## src/rtl/ped_request_ctrl.sv

```systemverilog
// -----------------------------------------------------------------------------
// ped_request_ctrl
//   Pedestrian push-button front end for the crossing light controller.
//   The raw button is synchronised and debounced. Each clean rising edge
//   becomes at most one crossing request, which is offered to the light FSM
//   over a valid/ack handshake. After a served request, a hold-off window
//   ignores further presses. A saturating 8-bit counter records served
//   requests for the display.
//
// Ports
//   clk_in        in   system clock
//   rst           in   asynchronous reset, active-low
//   btn_raw       in   raw push-button level (asynchronous, bouncing)
//   req_ack       in   FSM accepts the request (only sampled while req_valid)
//   req_valid     out  crossing request outstanding
//   btn_clean     out  debounced button level
//   req_pending   out  LED: request pending or hold-off running
//   press_dropped out  one-cycle pulse: a clean press was merged or ignored
//   served_count  out  number of acknowledged requests, saturates at 255
// -----------------------------------------------------------------------------
module ped_request_ctrl #(
   parameter int unsigned DEBOUNCE_CYCLES = 32'd2000000,
   parameter int unsigned HOLDOFF_CYCLES  = 32'd100000000,
   parameter int unsigned CNT_W           = 32'd27
) (
   input  logic       clk_in,
   input  logic       rst,
   input  logic       btn_raw,
   input  logic       req_ack,
   output logic       req_valid,
   output logic       btn_clean,
   output logic       req_pending,
   output logic       press_dropped,
   output logic [7:0] served_count
);

   localparam logic [CNT_W-1:0] DB_LAST    = CNT_W'(DEBOUNCE_CYCLES - 32'd1);
   localparam logic [CNT_W-1:0] HO_LAST    = (HOLDOFF_CYCLES == 32'd0) ? '0
                                             : CNT_W'(HOLDOFF_CYCLES - 32'd1);
   localparam bit               HOLDOFF_EN = (HOLDOFF_CYCLES != 32'd0);

   typedef enum logic [1:0] {
      ST_IDLE    = 2'd0,
      ST_PENDING = 2'd1,
      ST_HOLDOFF = 2'd2
   } state_e;

   // Saturating increment for the served-request counter.
   function automatic logic [7:0] sat_inc8(input logic [7:0] v);
      return (v == 8'hFF) ? v : (v + 8'd1);
   endfunction

   logic             sync1_q;
   logic             sync2_q;
   logic             btn_clean_q;
   logic             btn_clean_d;
   logic             clean_dly_q;
   logic [CNT_W-1:0] db_cnt_q;
   logic [CNT_W-1:0] db_cnt_d;
   logic             press_s;

   state_e           state_q;
   logic [CNT_W-1:0] ho_cnt_q;
   logic             req_valid_q;
   logic             req_pending_q;
   logic             press_dropped_q;
   logic [7:0]       served_q;

   // Two-flop synchroniser; btn_raw is not used anywhere else.
   always_ff @(posedge clk_in or negedge rst) begin
      if (!rst) begin
         sync1_q <= 1'b0;
         sync2_q <= 1'b0;
      end else begin
         sync1_q <= btn_raw;
         sync2_q <= sync1_q;
      end
   end

   // Debounce next-state: count cycles of disagreement, restart on agreement.
   always_comb begin
      db_cnt_d    = '0;
      btn_clean_d = btn_clean_q;
      if (sync2_q == btn_clean_q) begin
         db_cnt_d = '0;
      end else if (db_cnt_q == DB_LAST) begin
         btn_clean_d = sync2_q;
         db_cnt_d    = '0;
      end else begin
         db_cnt_d = db_cnt_q + CNT_W'(1);
      end
   end

   // Debounce state plus a delayed copy of the clean level for edge detection.
   always_ff @(posedge clk_in or negedge rst) begin
      if (!rst) begin
         db_cnt_q    <= '0;
         btn_clean_q <= 1'b0;
         clean_dly_q <= 1'b0;
      end else begin
         db_cnt_q    <= db_cnt_d;
         btn_clean_q <= btn_clean_d;
         clean_dly_q <= btn_clean_q;
      end
   end

   assign press_s = btn_clean_q & ~clean_dly_q;

   // Request FSM with registered handshake, LED, drop pulse and served counter.
   always_ff @(posedge clk_in or negedge rst) begin
      if (!rst) begin
         state_q         <= ST_IDLE;
         ho_cnt_q        <= '0;
         req_valid_q     <= 1'b0;
         req_pending_q   <= 1'b0;
         press_dropped_q <= 1'b0;
         served_q        <= 8'd0;
      end else begin
         press_dropped_q <= 1'b0;
         case (state_q)
            ST_IDLE: begin
               if (press_s) begin
                  state_q       <= ST_PENDING;
                  req_valid_q   <= 1'b1;
                  req_pending_q <= 1'b1;
               end else begin
                  req_valid_q   <= 1'b0;
                  req_pending_q <= 1'b0;
               end
            end
            ST_PENDING: begin
               // A press here is merged into the outstanding request.
               press_dropped_q <= press_s;
               if (req_ack) begin
                  req_valid_q <= 1'b0;
                  served_q    <= sat_inc8(served_q);
                  ho_cnt_q    <= '0;
                  if (HOLDOFF_EN) begin
                     state_q       <= ST_HOLDOFF;
                     req_pending_q <= 1'b1;
                  end else begin
                     state_q       <= ST_IDLE;
                     req_pending_q <= 1'b0;
                  end
               end else begin
                  req_valid_q   <= 1'b1;
                  req_pending_q <= 1'b1;
               end
            end
            ST_HOLDOFF: begin
               // Presses are discarded, including on the exit cycle.
               press_dropped_q <= press_s;
               req_valid_q     <= 1'b0;
               if (ho_cnt_q == HO_LAST) begin
                  state_q       <= ST_IDLE;
                  ho_cnt_q      <= '0;
                  req_pending_q <= 1'b0;
               end else begin
                  ho_cnt_q      <= ho_cnt_q + CNT_W'(1);
                  req_pending_q <= 1'b1;
               end
            end
            default: begin
               state_q       <= ST_IDLE;
               ho_cnt_q      <= '0;
               req_valid_q   <= 1'b0;
               req_pending_q <= 1'b0;
            end
         endcase
      end
   end

   assign req_valid     = req_valid_q;
   assign btn_clean     = btn_clean_q;
   assign req_pending   = req_pending_q;
   assign press_dropped = press_dropped_q;
   assign served_count  = served_q;

endmodule

```

## config.mk

```make
export PLATFORM = sky130hd
export DESIGN_NAME = ped_request_ctrl
export DESIGN_NICKNAME = d
export VERILOG_FILES = /design/src/rtl/ped_request_ctrl.sv
export SDC_FILE = /design/constraint.sdc
export NUM_CORES = 1
export LEC_CHECK = 0
export BUFFER_PORTS_ARGS = -buffer_cell sky130_fd_sc_hd__buf_2
export CORE_MARGIN = 4
export CORE_UTILIZATION = 56
export DETAILED_ROUTE_END_ITERATION = 7
export GPL_TIMING_DRIVEN = 1
export MAX_ROUTING_LAYER = met4
export PLACE_DENSITY = 0.81
export SLEW_MARGIN = 0
export SYNTH_ARGS = -nofsm -noshare
export SYNTH_HDL_FRONTEND = slang
export SYNTH_SLANG_ARGS = --single-unit
```

## constraint.sdc

```tcl
create_clock -name clk_in -period 5.3 [get_ports clk_in]
set_input_delay 0.265 -clock clk_in [delete_from_list [all_inputs] [get_ports clk_in]]
set_output_delay 0.265 -clock clk_in [all_outputs]
set_load 0.005 [all_outputs]
```

# Word level (Yosys, flattened, before mapping)
# Cells that the tools add are included.
# op_classes
add_sub_neg,3
eq_ne,9
mux,15
bitwise,5
n_reduce_logical,6
# ops
cell,count
$mux 27,4
$pmux 27 s3,1
$add 27x1->27 const B,2
$eq 27x21->1 const B,1
$eq 27x27->1 const B,1
$add 8x1->8 const B,1
$eq 8x8->1 const B,1
$mux 2,3
$ne 2x2->1 const B,3
$pmux 2 s3,1
$reduce_and 3->1,2
$mux 1,4
$not 1->1,4
$reduce_and 2->1,2
$pmux 1 s3,1
$eq 2x1->1 const B,1
$eq 2x2->1 const B,1
$logic_not 2->1,1
$pmux 1 s2,1
$reduce_or 2->1,1
$and 1x1->1,1
$eq 1x1->1,1
# word_totals
register_bits,71
in_bits,4
out_inout_bits,12
wordCells,49

# Depth between registers and ports, before layout
# logic_depth
word_depth,4
depth_mapped,8
depth_no_buf,7

# Worst setup path after synthesis
# No wires, ideal clock.
# synth_timing
path_type,register -> register
from,reg ho_cnt_q[0]
to,reg ho_cnt_q[17]
setup_ns,0.119
arrival_time_ns,1.750
required_time_ns,5.181
setup_slack_ns,3.431
path_stages_with_launch,9
path_buffers,2
synth_period_minus_slack_ns,1.869
path_cell_list,dfrtp_1 -> ha_1 -> nand3_1 -> or3_1 -> o31ai_2 -> and2_1 -> buf_4 -> buf_6 -> nor2_1
# synth_via
elab_chain_len,3
elab_cells_between_ends,4
cone_classes,1 x add/sub; 1 x eq/ne; 2 x mux
# synth_lines
item,line,text
"start, declared",63,logic [CNT_W-1:0] ho_cnt_q;
"start signal, assigned",159,ho_cnt_q <= ho_cnt_q + CNT_W'(1);
$add 27x1->27 or $eq 27x27->1 (tied branches),"159, 154",
$mux 27 *,154,if (ho_cnt_q == HO_LAST) begin
$pmux 27 s3 *,120,case (state_q)
# Mark *: on every way between the ends. The rest lies on a longest branch, timed or not.
# A chain may end at the register's enable or synchronous reset.

# Worst setup path after layout
# layout_timing
from,reg ho_cnt_q[0]
to,reg ho_cnt_q[12]
# The elaborated chain is that of the path after synthesis.

==> impl_metrics.py <==
metrics = {
    "run_status": {
        "status": "finished, final reports clean",
    },
    "power": {
        "power_mw": 1.21,
        "p_per_area_nw_per_um2": 312,
        "p_leak_nw": 1.71,
        "ir_drop_mv": 0.278,
    },
    "logic_synthesis": {
        "netlist_top_cells_area": "dfrtp_1, xor2_1, nor2_1",
        "synth-simple-area-share_pct": 27.6,
        "syn_nets": 377,
        "synth.avg_cell_area_um2": 9.72,
        "synth_compound_area_share_pct": 4.78,
        "synth_warnings": 0,
        "synth-seq-cells": 71,
        "yosysTopAreaCell": "dfrtp_1",
        "netlist-cell-type-count": 42,
        "synth_edf_count": 0,
        "ys_async_sr_fraction_pct": 100,
        "netlist.area_leader.share_pct": 49.9,
        "synth_most_common_cell": "dfrtp_1",
        "synthXorXnorAreaFrac_pct": 11.8,
        "synth_top_family_by_area": "simple AND/OR/NAND/NOR gates",
        "ys_top_cells_by_count": "dfrtp_1, nor2_1, nand2_1",
        "synthAdderAreaFrac_pct": 2.46,
        "syn_area_um2": 3560,
        "synth_seq_area_share_pct": 49.9,
        "netlist_instances": 366,
        "synth_flop_cell": "dfrtp_1",
        "synth_mux_area_share_pct": 0.598,
    },
    "timing": {
        "fmax_ghz": 0.361,
        "setup_slack_ns": 2.53,
        "relSlewSlack_pct": 32.1,
        "slew_violations": 0,
        "worstMarginPinSlew_ns": 1.01,
        "fin_tns_setup_ns": 0,
        "fin_crit_ns": 2.77,
        "finalCritPeriodShare_pct": 52.2,
        "hold_viol": 0,
        "rsz0062_at_grt": "no",
        "setup-violations-final": 0,
        "fin_skew_ns": 0.00846,
        "timing.hold.ws_ns": 0.0215,
    },
    "cts": {
        "postCtsHoldBufs": 0,
        "clockRootBuffer": "clkbuf_8",
        "cts_buffers": 9,
        "post_cts_resized": 0,
        "cts_sinks": 71,
        "cts_setup_buffers": 0,
        "path_clk_slew_ns": 0.08,
        "h-tree-depth": 3,
        "clkLatencyLatePin_ns": 0.35,
        "cts.path.max_buffers": 2,
        "cts_tree": "done",
    },
    "critical_path": {
        "worstPathArrival_ns": 2.97,
        "startpoint_type": "register",
        "crit_type": "reg2reg",
        "crit_required_ns": 5.50,
        "end_kind": "register",
        "path_max_fanout": 18,
    },
    "cells_and_area": {
        "drive_gt1_share_pct": 11.1,
        "antenna_cells": 0,
        "instances_no_fill": 463,
        "nets": 394,
        "area_delta_synth_final_pct": 8.93,
    },
    "floorplan": {
        "std_cell_rows": 28,
        "top_level_ports": 16,
        "coreArea_um2": 6030,
        "fp.dieH_um": 87.7,
        "dieArea_um2": 7690,
        "die_x_um": 87.7,
        "start_util_pct": 59.0,
    },
    "grt": {
        "grt_pass1_vias": 2537,
        "grt_pass1_wl_mm": 11.5,
        "grt_usage_pct": 19.8,
        "grt_overflow": 0,
        "antenna_found_initial": 0,
        "grt_max_degree": 72,
    },
    "placed_design": {
        "dp_slack_ns": 2.56,
        "dp_cells": 447,
        "io_buffers": 15,
        "hpwl_mm": 4.56,
        "gp_congestion": 0.773,
    },
    "detailed_routing": {
        "dr.pass1.iters": 4,
        "vias_per_cell": 5.70,
        "antenna_left": 0,
        "drcViolationCount": 0,
        "detail_route.wl_per_cell_um": 14.2,
        "num_vias": 2640,
        "drt_first_iter_violations": 173,
        "routed_wl_mm": 6.57,
    },
    "run": {
        "drv_cap": 0,
    },
    "min_path": {
        "hold_class": "in2reg",
    },
}
[final timing paths]
kind,startpoint,cells after the start,slack (ns),end
min in group asynchronous,rst,2,0.09,ho_cnt_q[15]
max in group asynchronous,rst,2,4.61,db_cnt_q[22]
min,btn_raw,1,0.02,sync1_q
max reg2reg,ho_cnt_q[0],6,2.53,ho_cnt_q[12]
min reg2reg,sync1_q,0,0.36,sync2_q
max,ho_cnt_q[0],6,2.53,ho_cnt_q[12]
[placed cells by master, fill, tap and decap left out, types with 4 or more instances in the layout]
cell,count
nor4_1,7
a21oi_1,7
xnor2_1,18
nor2_1,58
nand3_1,17
nand4_1,26
buf_2,15
nand2b_1,4
nor2b_1,4
xor2_1,30
nand2_1,37
dfrtp_1,71
and4_1,8
nor3_1,7
and3_1,7
inv_1,10
ha_1,7
clkbuf_8,9
o21ai_0,7
[where the power goes]
part           leakage (nW)  internal (mW)  total [mW]  switching, mW
clock                0.0925          0.221       0.439          0.218
combinational         0.640         0.0560       0.173          0.117
sequential            0.978          0.569       0.597         0.0278
total                  1.71          0.846        1.21          0.363
[registers in the layout, summed over array words and instances (netlist names)]
name	count
sync1_q	1
press_dropped	1
btn_clean	1
req_pending	1
state_q	2
served_count	8
sync2_q	1
clean_dly_q	1
req_valid	1
db_cnt_q	27
ho_cnt_q	27
[cells by family after synthesis]
| group | Yosys count |
|---|---|
| flip-flops | 71 |
| buffers and inverters | 20 |
| AND/OR/NAND/NOR | 191 |
| multiplexers | 2 |
| AO/OA/AOI/OAI | 27 |
| XOR/XNOR | 48 |
| adder cells (fa/ha/maj) | 7 |
[critical path: stages (launching register included)]
cell and delay [ns]:
dfrtp_1 0.40, ha_1 0.21, nand3_1 0.22, or3_1 0.39
o31ai_2 0.64, and2_1 0.63, nor3_1 0.13
[metal layers]
layer / vias to the layer above / GRT usage, % / share of wire [%] / wire length [um]
li1: 1306 / - / - / -
met1: 1280 / 27.0 / 49 / 3210
met2: 43 / 28.5 / 46 / 3040
met3: 11 / 3.67 / 3.3 / 218
met4: 0 / 9.76 / 1.5 / 97
met5: - / - / 0 / 0
[through the flow]
stage,area (um2),util (%)
detailed placement,3670,60.9
floorplan,3560,-
CTS,3870,64.3
finish,3870,64.3
global route,3870,64.3
global placement,3670,60.9
[layout make-up]
| class | instances | area, um2 |
|---|---|---|
| Fill cell | 482 | 2150 |
| Inverter | 10 | 37.5 |
| Clock inverter | 7 | 78.8 |
| Timing Repair Buffer | 16 | 82.6 |
| Tap cell | 75 | 93.8 |
| Multi-Input combinational cell | 275 | 1680 |
| Sequential cell | 71 | 1780 |
| Clock buffer | 9 | 124 |
Power figures use the tool's default switching activity.
